`src/rtl/timer_setpoint_editor_if.sv`:
```
// Button/mode inputs and setpoint/display outputs of the countdown setpoint editor.
// master = stimulus side (buttons, switches); slave = the editor itself.
interface timer_setpoint_editor_if;
    logic       switch1;
    logic       switch2;
    logic       incrementar;
    logic       decrementar;
    logic       cambiar;
    logic       confirmar;
    logic [5:0] newSegundosT;
    logic [6:0] newMinutosT;
    logic       establecer;
    logic       blankSeg;
    logic       blankMin;
    logic       editing;

    modport master (
        output switch1, switch2, incrementar, decrementar, cambiar, confirmar,
        input  newSegundosT, newMinutosT, establecer, blankSeg, blankMin, editing
    );

    modport slave (
        input  switch1, switch2, incrementar, decrementar, cambiar, confirmar,
        output newSegundosT, newMinutosT, establecer, blankSeg, blankMin, editing
    );
endinterface

```
`src/rtl/timer_setpoint_editor.sv`:
```
// MM:SS countdown setpoint editor with hold-to-repeat steps, blink flags and active-low load strobe.
// Latency: button edge -> registered outputs on the same sampling edge; establecer low one cycle after commit.
// Backpressure: none; buttons are sampled every cycle and the timer must accept establecer when it pulses.
module timer_setpoint_editor #(
    parameter int MAX_MIN      = 99,
    parameter int REPEAT_DELAY = 4
) (
    input  logic                    clk2hz,
    input  logic                    reset,
    timer_setpoint_editor_if.slave  bus
);
    localparam int              HW       = (REPEAT_DELAY < 1) ? 1 : $clog2(REPEAT_DELAY + 1);
    localparam logic [HW-1:0]   HOLD_MAX = HW'(REPEAT_DELAY);
    localparam logic [6:0]      MIN_TOP  = 7'(MAX_MIN);

    typedef enum logic [2:0] {IDLE, EDIT_SEC, EDIT_MIN, COMMIT, RUN} state_t;

    state_t         state, next_state;
    logic           prev_inc, prev_dec, prev_cam, prev_conf;
    logic [HW-1:0]  hold_inc, hold_dec, hold_inc_n, hold_dec_n;
    logic [5:0]     seg, seg_n;
    logic [6:0]     min, min_n;
    logic           phase, phase_n;
    logic           est_q, est_n, edt_q, edt_n, bs_q, bs_n, bm_q, bm_n;

    logic mode, inc_edge, dec_edge, cam_edge, conf_edge, both;
    logic step_ok, inc_step, dec_step, step_sec, step_min;

    assign mode      = bus.switch1 & bus.switch2;
    assign inc_edge  = bus.incrementar & ~prev_inc;
    assign dec_edge  = bus.decrementar & ~prev_dec;
    assign cam_edge  = bus.cambiar & ~prev_cam;
    assign conf_edge = bus.confirmar & ~prev_conf;
    assign both      = bus.incrementar & bus.decrementar;

    // Mode loss, confirm and field switch all pre-empt any value step in the same cycle.
    assign step_ok  = mode & ~conf_edge & ~cam_edge;
    assign inc_step = step_ok & ~both & bus.incrementar & (inc_edge | (hold_inc == HOLD_MAX));
    assign dec_step = step_ok & ~both & bus.decrementar & (dec_edge | (hold_dec == HOLD_MAX));
    assign step_sec = (state == EDIT_SEC) & (inc_step | dec_step);
    assign step_min = (state == EDIT_MIN) & (inc_step | dec_step);

    always_comb begin
        next_state = state;
        if (!mode) begin
            next_state = IDLE;
        end else begin
            case (state)
                IDLE:     next_state = EDIT_SEC;
                EDIT_SEC: if (conf_edge) next_state = COMMIT;
                          else if (cam_edge) next_state = EDIT_MIN;
                EDIT_MIN: if (conf_edge) next_state = COMMIT;
                          else if (cam_edge) next_state = EDIT_SEC;
                COMMIT:   next_state = RUN;
                RUN:      if (cam_edge) next_state = EDIT_SEC;
                default:  next_state = IDLE;
            endcase
        end
    end

    always_comb begin
        hold_inc_n = hold_inc;
        hold_dec_n = hold_dec;
        if (both || !bus.incrementar || inc_edge) hold_inc_n = '0;
        else if (hold_inc != HOLD_MAX)            hold_inc_n = hold_inc + 1'b1;
        if (both || !bus.decrementar || dec_edge) hold_dec_n = '0;
        else if (hold_dec != HOLD_MAX)            hold_dec_n = hold_dec + 1'b1;
    end

    always_comb begin
        seg_n = seg;
        min_n = min;
        if (step_sec) begin
            if (inc_step) seg_n = (seg == 6'd59) ? 6'd0 : seg + 6'd1;
            else          seg_n = (seg == 6'd0) ? 6'd59 : seg - 6'd1;
        end
        if (step_min) begin
            if (inc_step) min_n = (min == MIN_TOP) ? 7'd0 : min + 7'd1;
            else          min_n = (min == 7'd0) ? MIN_TOP : min - 7'd1;
        end
    end

    // Phase restarts visible whenever an edit field is (re)entered; a stepping field is never blanked.
    always_comb begin
        phase_n = 1'b0;
        if ((state == EDIT_SEC || state == EDIT_MIN) && next_state == state)
            phase_n = ~phase;
        bs_n  = phase_n & (next_state == EDIT_SEC) & ~step_sec;
        bm_n  = phase_n & (next_state == EDIT_MIN) & ~step_min;
        edt_n = (next_state == EDIT_SEC) || (next_state == EDIT_MIN);
        est_n = ~((state == COMMIT) & mode);
    end

    always_ff @(posedge clk2hz) begin
        if (reset) begin
            state     <= IDLE;
            prev_inc  <= 1'b1;
            prev_dec  <= 1'b1;
            prev_cam  <= 1'b1;
            prev_conf <= 1'b1;
            hold_inc  <= '0;
            hold_dec  <= '0;
            seg       <= '0;
            min       <= '0;
            phase     <= 1'b0;
            est_q     <= 1'b1;
            edt_q     <= 1'b0;
            bs_q      <= 1'b0;
            bm_q      <= 1'b0;
        end else begin
            state     <= next_state;
            prev_inc  <= bus.incrementar;
            prev_dec  <= bus.decrementar;
            prev_cam  <= bus.cambiar;
            prev_conf <= bus.confirmar;
            hold_inc  <= hold_inc_n;
            hold_dec  <= hold_dec_n;
            seg       <= seg_n;
            min       <= min_n;
            phase     <= phase_n;
            est_q     <= est_n;
            edt_q     <= edt_n;
            bs_q      <= bs_n;
            bm_q      <= bm_n;
        end
    end

    assign bus.newSegundosT = seg;
    assign bus.newMinutosT  = min;
    assign bus.establecer   = est_q;
    assign bus.editing      = edt_q;
    assign bus.blankSeg     = bs_q;
    assign bus.blankMin     = bm_q;
endmodule

```
`src/flat_wrapper.sv`:
```
// flat-port wrapper written by rule: the top's interface ports become plain ports
module timer_setpoint_editor_flat 
#(
    parameter int MAX_MIN      = 99,
    parameter int REPEAT_DELAY = 4
)
  (clk2hz, reset, bus_switch1, bus_switch2, bus_incrementar, bus_decrementar, bus_cambiar, bus_confirmar, bus_newSegundosT, bus_newMinutosT, bus_establecer, bus_blankSeg, bus_blankMin, bus_editing);
  timer_setpoint_editor_if bus_i ();
  input  logic clk2hz;
  input  logic reset;
  input wire logic [$bits(bus_i.switch1)-1:0] bus_switch1;
  input wire logic [$bits(bus_i.switch2)-1:0] bus_switch2;
  input wire logic [$bits(bus_i.incrementar)-1:0] bus_incrementar;
  input wire logic [$bits(bus_i.decrementar)-1:0] bus_decrementar;
  input wire logic [$bits(bus_i.cambiar)-1:0] bus_cambiar;
  input wire logic [$bits(bus_i.confirmar)-1:0] bus_confirmar;
  output wire logic [$bits(bus_i.newSegundosT)-1:0] bus_newSegundosT;
  output wire logic [$bits(bus_i.newMinutosT)-1:0] bus_newMinutosT;
  output wire logic [$bits(bus_i.establecer)-1:0] bus_establecer;
  output wire logic [$bits(bus_i.blankSeg)-1:0] bus_blankSeg;
  output wire logic [$bits(bus_i.blankMin)-1:0] bus_blankMin;
  output wire logic [$bits(bus_i.editing)-1:0] bus_editing;
  assign bus_i.switch1 = bus_switch1;
  assign bus_i.switch2 = bus_switch2;
  assign bus_i.incrementar = bus_incrementar;
  assign bus_i.decrementar = bus_decrementar;
  assign bus_i.cambiar = bus_cambiar;
  assign bus_i.confirmar = bus_confirmar;
  assign bus_newSegundosT = bus_i.newSegundosT;
  assign bus_newMinutosT = bus_i.newMinutosT;
  assign bus_establecer = bus_i.establecer;
  assign bus_blankSeg = bus_i.blankSeg;
  assign bus_blankMin = bus_i.blankMin;
  assign bus_editing = bus_i.editing;
  timer_setpoint_editor #(.MAX_MIN(MAX_MIN), .REPEAT_DELAY(REPEAT_DELAY)) u_core (.clk2hz(clk2hz), .reset(reset), .bus(bus_i));
endmodule
```
`config.mk`:
```
export PLATFORM = sky130hd
export DESIGN_NAME = timer_setpoint_editor_flat
export DESIGN_NICKNAME = d
export VERILOG_FILES = /design/src/rtl/timer_setpoint_editor_if.sv /design/src/rtl/timer_setpoint_editor.sv /design/src/flat_wrapper.sv
export SDC_FILE = /design/constraint.sdc
export NUM_CORES = 1
export LEC_CHECK = 0
export CAP_MARGIN = 20
export CORE_MARGIN = 2
export CORE_UTILIZATION = 30
export CTS_BUF_LIST = sky130_fd_sc_hd__clkbuf_8
export DETAILED_ROUTE_END_ITERATION = 16
export PLACE_DENSITY = 0.56
export SLEW_MARGIN = 10
export SYNTH_ARGS = -nofsm -noshare
export SYNTH_HDL_FRONTEND = slang
export SYNTH_SLANG_ARGS = --single-unit
```
`constraint.sdc`:
```
create_clock -name clk2hz -period 2.8 [get_ports clk2hz]
set_input_delay 0.84 -clock clk2hz [delete_from_list [all_inputs] [get_ports clk2hz]]
set_output_delay 0.84 -clock clk2hz [all_outputs]
set_load 0.02 [all_outputs]
```
; ---- Word-level counts from Yosys, hierarchy flattened
; Cells that the tools add are included.
[op_classes]
addsub = 6
n_mul = 0
n_div = 0
order_cmp = 0
n_eq_ne = 13
shift = 0
muxes = 13
bitwise_logic = 34
n_reduce_logical = 14
[ops]
columns = operator, n
row1 = 7-bit two-way mux, 3
row2 = 1-bit AND, 20
row3 = 6-bit two-way mux, 3
row4 = 3-bit two-way mux, 5
row5 = 3-bit one-hot mux with 5 select lines, 1
row6 = 1-bit NOT, 11
row7 = 3-bit by 2-bit == test with 1-bit output (second input constant), 3
row8 = 3-bit == test (second input constant), 3
row9 = 7-bit by 1-bit adder with 7-bit output (second input constant), 1
row10 = 7-bit == test (second input constant), 1
row11 = 7-bit logical NOT, 1
row12 = 7-bit by 1-bit subtractor with 7-bit output (second input constant), 1
row13 = 3-bit by 1-bit adder with 3-bit output (second input constant), 2
row14 = 6-bit by 1-bit adder with 6-bit output (second input constant), 1
row15 = 3-bit by 1-bit == test with 1-bit output (second input constant), 2
row16 = 6-bit == test (second input constant), 1
row17 = 6-bit logical NOT, 1
row18 = 1-bit logical OR, 6
row19 = 3-bit != test (second input constant), 2
row20 = 6-bit by 1-bit subtractor with 6-bit output (second input constant), 1
row21 = 2-bit OR reduction, 2
row22 = 3-bit == test, 1
row23 = 3-bit logical NOT, 1
row24 = 1-bit bitwise OR, 3
row25 = other kinds (3), 4
[word_totals]
ff_bits = 31
latchBits = 0
ram_bits = 0
mem_bits_ro = 0
inputBits = 8
elab_cells = 94
memories = 0

; ---- Longest topological paths before layout
; Gate-level depths: netlist of the first run.
[depth]
ltp_word = 12
ltp_mapped = 8
depth_no_buf = 7

; ---- Worst setup path before layout of the first run
; OpenSTA, ideal clock, no wires.
[synth_timing]
path_type = in2reg
startpoint = input port bus_confirmar
endpoint = register u_core.min[2], in the netlist u_core.bus.newMinutosT[2]
arrival_ns = 2.195
slack_ns = 0.518
stages = 6
path_buffers = 1
path_cell_list = nor2b_1 or3_1 buf_6 nor2_4 mux2_1 a221oi_2
[synth_via]
elab_chain_len = 9
word_cells_on_any_way = 12
[synth_rtl]
columns = item, line_no
row1 = start: declaration, flat_wrapper.sv:16  ; input wire logic [$bits(bus_i.confirmar)-1:0] bus_confirmar;
row2 = 1-bit AND *, timer_setpoint_editor.sv:33  ; assign conf_edge = bus.confirmar & ~prev_conf;
row3 = 1-bit NOT *, timer_setpoint_editor.sv:37  ; assign step_ok = mode & ~conf_edge & ~cam_edge;
row4 = 1-bit AND * (2 in series), timer_setpoint_editor.sv:37
row5 = 1-bit AND *, "timer_setpoint_editor.sv:38, timer_setpoint_editor.sv:39"
row6 = "1-bit AND, on equally long branches (2 in series)", "timer_setpoint_editor.sv:38, timer_setpoint_editor.sv:39"
row7 = 1-bit bitwise OR, timer_setpoint_editor.sv:41  ; assign step_min = (state == EDIT_MIN) & (inc_step | dec_step);
row8 = 1-bit AND, timer_setpoint_editor.sv:41
row9 = end signal: assignment, timer_setpoint_editor.sv:119  ; min <= min_n;
row10 = end: declaration, timer_setpoint_editor.sv:22  ; logic [6:0] min, min_n;
; Every way passes the cells marked *; elsewhere a longest branch is shown, timed or not.
; A chain may end at the register's enable or synchronous reset.

; ---- Final worst setup path of the first run
[layout_timing]
startpoint = input port bus_cambiar
endpoint = register u_core.min[2], in the netlist u_core.bus.newMinutosT[2]
[layout_via]
elab_chain_len = 8
word_cells_on_any_way = 11
[layout_rtl]
columns = item, line_no
row1 = start: declaration, flat_wrapper.sv:15  ; input wire logic [$bits(bus_i.cambiar)-1:0] bus_cambiar;
row2 = 1-bit AND *, timer_setpoint_editor.sv:32  ; assign cam_edge = bus.cambiar & ~prev_cam;
row3 = 1-bit NOT *, timer_setpoint_editor.sv:37
row4 = 1-bit AND *, timer_setpoint_editor.sv:37
row5 = 1-bit AND *, "timer_setpoint_editor.sv:38, timer_setpoint_editor.sv:39"
row6 = "1-bit AND, on equally long branches (2 in series)", "timer_setpoint_editor.sv:38, timer_setpoint_editor.sv:39"
row7 = 1-bit bitwise OR, timer_setpoint_editor.sv:41
row8 = 1-bit AND, timer_setpoint_editor.sv:41
; Marked as above.

==> results of run 1 <==
==> cell type report <==
| type | count | area (um^2) |
|---|---|---|
| clock buffers | 5 | 68.82 |
| clock inverters | 1 | 3.754 |
| fillers | 683 | 3993 |
| inverters | 12 | 45.04 |
| multi-input cells | 199 | 1286 |
| flip-flops and latches | 31 | 620.6 |
| well taps | 77 | 96.34 |
| repair buffers | 38 | 345.3 |
==> cells in the final DEF, fill, tap and decap left out, types with 9 or more instances in the layout <==
cell	netlist	layout
buf_4	0	14
a21oi_1	25	25
ha_1	9	9
clkdlybuf4s50_1	0	24
dfxtp_1	31	31
inv_1	11	12
nor2_1	25	25
nand2_1	24	24
nand3_1	16	16
nor3_1	11	11
==> critical path, cell delays in order <==
cell	delay (ns)
clkdlybuf4s50_1	0.43
nor2b_4	0.15
or3_1	0.36
buf_4	0.21
nor2_4	0.13
mux2_1	0.34
a221oi_2	0.22
==> power by group <==
| part | internal, mW | switching (mW) |
|---|---|---|
| sequential | 0.447 | 0.00573 |
| combinational | 0.0362 | 0.0439 |
| clock | 0.162 | 0.165 |
| total | 0.645 | 0.215 |
==> worst min-delay path by stage <==
stage	startpoint	to	cells after the start
2_1_floorplan	u_core.phase	u_core.bus.blankMin	1
3_3_place_gp	u_core.phase	u_core.phase	1
3_5_place_dp	u_core.phase	u_core.phase	1
4_1_cts	u_core.phase	u_core.phase	1
5_1_grt	u_core.phase	u_core.bus.blankMin	1
6_report	u_core.phase	u_core.phase	1
==> logic make-up after synthesis <==
group | after synthesis
XOR/XNOR | 7
flip-flops | 31
adder cells (fa/ha/maj) | 10
AND/OR/NAND/NOR | 117
AO/OA/AOI/OAI | 64
multiplexers | 1
buffers and inverters | 26
==> sequential cells by signal, indices dropped and copies added, names as in the netlist <==
signal and flops:
u_core.bus.blankMin 1, u_core.bus.blankSeg 1, u_core.bus.editing 1, u_core.bus.establecer 1, u_core.bus.newMinutosT 7, u_core.bus.newSegundosT 6, u_core.hold_dec 3, u_core.hold_inc 3
u_core.phase 1, u_core.prev_cam 1, u_core.prev_conf 1, u_core.prev_dec 1, u_core.prev_inc 1, u_core.state 3
==> metal layers <==
| layer | part of all wire | wire length [um] |
|---|---|---|
| met1 | 0.50 | 2531 |
| met2 | 0.44 | 2220 |
| met3 | 0.043 | 216 |
| met4 | 0.014 | 69 |
| met5 | 0 | 0 |
==> through the flow <==
step	cell area [um^2]	hold slack, ns	instances	power [mW]
after floorplan	2029	0.3978	256	0.5097
after detailed placement	2394	0.4288	357	0.5427
after global routing	2466	0.4690	363	0.8998
after global placement	2394	0.4204	357	0.5423
final	2466	0.4350	363	0.8602
after CTS	2466	0.4386	363	0.8755
==> summary.md, run 1 <==
| Metric | Value |
|---|---|
| CTS HTree Levels | `2` |
| Site row count | `29` |
| P per Cell Area | `between 300 and 400 nW/um^2` |
| GP Congestion | `~0.85` |
| Synth unique cells | `57` |
| Final Slew Violations | `0` |
| Clock root cell | `clkbuf_8` |
| Synth area leaders | `dfxtp_1, a21oi_1, ha_1, nor2_1, nand2_1` |
| Setup crit end | `u_core.bus.newMinutosT[2]` |
| Proportion of netlist area held by the largest area contributor | `0.3058` |
| Wire length per cell | `between 10 and 15 um` |
| Simple-Gate Fraction of Synth Area | `0.3169` |
| Most area-hungry cell type in the Yosys netlist | `dfxtp_1` |
| Most common cell in the synthesized netlist | `dfxtp_1` |
| I/O pin total | `25` |
| Fraction of layout cells with a size suffix above 1 | `0.1259` |
| Finished Core Util | `0.3818` |
| Clock Tree Buf Depth | `2` |
| Worst-skew pair later-pin latency | `roughly 0.28 ns` |
| Slew HR | `0.7176` |
| Clock tree sinks | `31` |
| Synth Area in Adders | `0.06042` |
| Worst-path clk slew | `roughly 0.07 ns` |
| Pleak | `approximately 0.89 nW` |
| Largest net degree at the start of global routing | `19` |
| DRC | `0` |
| Die Y | `86.25 um` |
| Starting Density | `0.3142` |
| Seq/Total Area, Yosys | `0.3058` |
| Post-CTS Hold Fix Bufs | `0` |
| Required time worst endpoint | `roughly 3.0 ns` |
| FF-to-FF Start | `u_core.hold_inc[0]` |
| Critical path data arrival time | `2.69 ns` |
| P&R area growth vs syn | `21.52%` |
| Number of DRC markers in iteration 0 | `roughly 140` |
| Synth Flop Type | `dfxtp_1` |
| Setup ws final | `0.3050 ns` |
| Vias/cell | `5.394` |
| Hold Path Class | `flip-flop to flip-flop` |
| Yosys reg bits | `31` |
| Post-Synth XOR/XNOR Area | `0.03021` |
| Final worst path period share | `0.8911` |
| Post-synth EDFFs | `0` |
| Routing usage on met2 | `0.2192` |
| Critical path startpoint | `bus_cambiar` |
| Initial antenna violation count | `0` |
| Post-Place Worst Slack | `0.02029 ns` |
| GR peak layer | `met2` |
| Main combinational cell family by area after synthesis | `simple AND/OR/NAND/NOR gates` |
| PostCTS Resize Cnt | `0` |
| Post-synthesis compound-gate area fraction | `0.2207` |
| CTS tree | `built` |
| Final setup fails | `0` |
| Final hold violations | `0` |
| ANT nets after route | `0` |
| Mux share of post-synthesis cell area | `0.005549` |
| Final wirelength | `approximately 5000 um` |
| Global-route wire length before repair | `between 8000 and 9000 um` |
| Postcts setup bufs | `0` |
| DRT Pass-1 Iters | `4` |
| Via Count | `slightly below 2,000` |
| Yosys warnings | `0` |
| CP startpoint kind | `input pin` |
| Syn_nets | `273` |
| Reg2reg end | `u_core.bus.newMinutosT[6]` |
| Core area | `6459 um^2` |
| Peak Freq | `between 400 and 500 MHz` |
| Final worst path period need | `roughly 2.5 ns` |
| Vias in the first global route | `~1,800` |
| Syn Area/Cell | `a little under 8 um^2` |
| Crit path capture type | `flip-flop` |
| Worst slew pin tran | `approximately 0.42 ns` |
| # port buffers | `24` |
| Gr usage total | `0.1437` |
| Setup CP Type | `input pin to flip-flop` |
| Max FO, Critical Path | `18` |
| Synthesized area | `approximately 2000 um^2` |
| GR Util met3 | `0.02762` |
| Post-synthesis async set-or-reset flop share | `0` |
| Layout Nets | `between 300 and 400` |
| Total clock buffers created by CTS | `5` |
| Diode count | `0` |
| Die width | `between 80 and 90 um` |
| DP HPWL | `~3600 um` |
| Reg2Reg Depth | `8` |
| Flop2flop setup slack | `slightly below 0.8 ns` |
| RSZ-0062 raised after global routing | `no` |
| Final setup TNS | `0 ns` |
| VDD IR max | `around 0.19 mV` |
| Die area | `7439 um^2` |
| Met1 usage | `0.2028` |
| Grt ovf | `0` |
| Status | `finished clean` |
| Synth Instances | `between 200 and 300` |
| Worst-case clock skew | `slightly above 0.01 ns` |
| Post-synth top cells | `dfxtp_1, a21oi_1, nor2_1, nand2_1, nand3_1` |
| Max-Cap Viols | `0` |
Note: power is estimated with default switching activity, not from simulation.
==> inputs of run 2 (changes only) <==
--- a/config.mk
+++ b/config.mk
@@ -10,6 +10,8 @@
 export CORE_UTILIZATION = 30
 export CTS_BUF_LIST = sky130_fd_sc_hd__clkbuf_8
 export DETAILED_ROUTE_END_ITERATION = 16
+export GPL_TIMING_DRIVEN = 0
+export MAX_ROUTING_LAYER = met4
 export PLACE_DENSITY = 0.56
 export SLEW_MARGIN = 10
 export SYNTH_ARGS = -nofsm -noshare
==> run 2 against run 1 <==
Compared with the run above:
- largest power group unchanged
- final cell count up 1.4%
- worst hold slack got worse by 0.013 ns
- count of clock-buffer cells in the layout unchanged
- combinational power rose by 0.9%
- sequential power barely moved
- critical endpoint unchanged
- core utilization rose by 0.17 points
- sequential share of layout area is 0.11 points lower
- highest routed layer unchanged
- global-route usage is 0.61 points higher
- via count fell by 0.61%
- worst setup slack lost 0.16 ns
- largest cell class unchanged
- clock power up 11%
==> summary.md, run 2 (same netlist as run 1, synthesis figures left out) <==
| Metric | Value |
|---|---|
| Status | `finished clean` |
| Layout Nets | `307` |
| DRT Pass-1 Iters | `4` |
| Pleak | `0.8702 nW` |
| Cell Count, Final, Fillers Out | `~370` |
| Post-CTS Hold Fix Bufs | `0` |
| Flop2flop setup slack | `between 0.5 and 0.6 ns` |
| Clock Tree Buf Depth | `2` |
| Site row count | `29` |
| Wire length per cell | `13.85 um` |
| Starting Density | `0.3142` |
| # port buffers | `24` |
| Routing usage on met2 | `0.2227` |
| Global-route wire length before repair | `8645 um` |
| Initial antenna violation count | `0` |
| Critical Path Stages | `7` |
| Area after DPL | `about 2400 um^2` |
| CTS HTree Levels | `2` |
| Grt ovf | `0` |
| Final worst path period need | `2.656 ns` |
| DRC | `0` |
| WP buf/inv | `2` |
| Slew HR | `0.6184` |
| P per Cell Area | `approximately 360 nW/um^2` |
| FF-to-FF Start | `u_core.hold_inc[0]` |
| VDD IR max | `between 0.1 and 0.15 mV` |
| Final worst path period share | `0.9485` |
| Die width | `roughly 86 um` |
| PostCTS Resize Cnt | `0` |
| Max-Cap Viols | `0` |
| CP startpoint kind | `input pin` |
| Fraction of layout cells with a size suffix above 1 | `0.1134` |
| Final setup fails | `0` |
| WHS | `~0.42 ns` |
| Total clock buffers created by CTS | `5` |
| Reg2reg end | `u_core.bus.newMinutosT[4]` |
| Vias/cell | `5.288` |
| RSZ-0062 raised after global routing | `no` |
| Most common cell after layout, fill and taps aside | `dfxtp_1` |
| Crit path capture type | `flip-flop` |
| Reg2Reg Depth | `8` |
| Final wirelength | `between 5000 and 6000 um` |
| Postcts setup bufs | `0` |
| Worst-case clock skew | `between 0.006 and 0.007 ns` |
| Largest net degree at the start of global routing | `12` |
| GP Congestion | `0.8759` |
| ANT nets after route | `0` |
| CTS tree | `built` |
| Met1 usage | `0.2012` |
| Hold Path Class | `flip-flop to flip-flop` |
| Critical path data arrival time | `around 2.9 ns` |
| I/O pin total | `25` |
| Max FO, Critical Path | `9` |
| Core area | `~6500 um^2` |
| GR peak layer | `met2` |
| Post-Place Worst Slack | `-0.2312 ns` |
| Final Slew Violations | `0` |
| Peak Freq | `376.5 MHz` |
| Final hold violations | `0` |
| Number of DRC markers in iteration 0 | `about 110` |
| P&R area growth vs syn | `22.07%` |
| Setup crit end | `u_core.bus.newMinutosT[2]` |
| Clock tree sinks | `31` |
| Max incr delay on CP | `between 0.4 and 0.5 ns` |
| Die area | `around 7400 um^2` |
| Gr usage total | `0.1498` |
| Setup CP Type | `input pin to flip-flop` |
| Setup ws final | `about 0.14 ns` |
| Die Y | `approximately 86 um` |
| Max stage delay cell, worst path | `clkdlybuf4s50_1` |
| CP top delay family | `simple AND/OR/NAND/NOR gates` |
| Number of flip-flops in the largest register | `7` |
| Via Count | `just under 2,000` |
| Final setup TNS | `0 ns` |
| Finished Cell Area | `approximately 2500 um^2` |
| DP HPWL | `approximately 3600 um` |
| Vias in the first global route | `between 1,500 and 2,000` |
| Most frequent cells in the layout | `dfxtp_1, nor2_1, a21oi_1` |
| Placed Cells | `357` |
| Worst-skew pair later-pin latency | `about 0.29 ns` |
| Clock root cell | `clkbuf_8` |
| Critical path startpoint | `bus_confirmar` |
| Worst slew pin tran | `roughly 0.57 ns` |
| Required time worst endpoint | `about 3 ns` |
| Worst-path clk slew | `0.07 ns` |
| Cell Chain, Critical Path | `clkdlybuf4s50_1 > nor2b_1 > or3_1 > buf_6 > nor2_4 > mux2_1 > a221oi_2` |
| Diode count | `0` |
| GR Util met3 | `0.03333` |
-- run 2: cell count changes in the layout (fill, tap and decap cells not counted), moves of 2 or more --
cell        previous run  this run
buf_4                 14         3
buf_2                  0         2
buf_6                  0         3
clkinvlp_4             0         2
clkbuf_1               0         7
buf_1                  0         2
-- run 2: area by class of cell --
cell class,count,area (um^2)
buffer,14,77.57
clock buffer,5,68.82
clock inverter,3,20.02
fill,697,3981
inverter,12,45.04
multi-input combinational,199,1286
sequential,31,620.6
tap,77,96.34
timing repair buffer,27,262.8
-- run 2: power by group --
group	total, mW	internal, mW	switching (mW)
Sequential	0.451	0.447	0.00380
Clock	0.364	0.173	0.191
Combinational	0.0808	0.0339	0.0469
-- run 2: worst register-to-register path: cells and delay by family (launching register included) --
family | cells | cell delay (ns)
buffers and inverters | 2 | 0.55
adder cells (fa/ha/maj) | 1 | 0.24
AND/OR/NAND/NOR | 1 | 0.22
AO/OA/AOI/OAI | 4 | 0.69
flip-flops | 1 | 0.38
-- run 2: how the worst min path moves through the flow --
stage | startpoint | end | slack [ns] | cells past startpoint
2_1_floorplan | u_core.phase | u_core.bus.blankMin | 0.40 | 1
4_1_cts | u_core.phase | u_core.bus.blankMin | 0.43 | 1
3_3_place_gp | u_core.phase | u_core.bus.blankMin | 0.42 | 1
6_report | u_core.phase | u_core.bus.blankMin | 0.42 | 1
5_1_grt | u_core.phase | u_core.bus.blankMin | 0.46 | 1
3_5_place_dp | u_core.phase | u_core.bus.blankMin | 0.42 | 1
-- run 2: stage by stage --
step / power [mW] / util
CTS: 0.9107 / 0.3801
floorplan: 0.5097 / -
global placement: 0.5394 / 0.3663
global route: 0.9384 / 0.3836
detailed placement: 0.5402 / 0.3663
finish: 0.8954 / 0.3836
-- run 2: metal layers --
metal / routed length (um) / vias to the layer above
met2: 2303 / 38
met4: 71 / 0
met5: 0 / -
met3: 193 / 7
li1: - / 997
met1: 2528 / 904
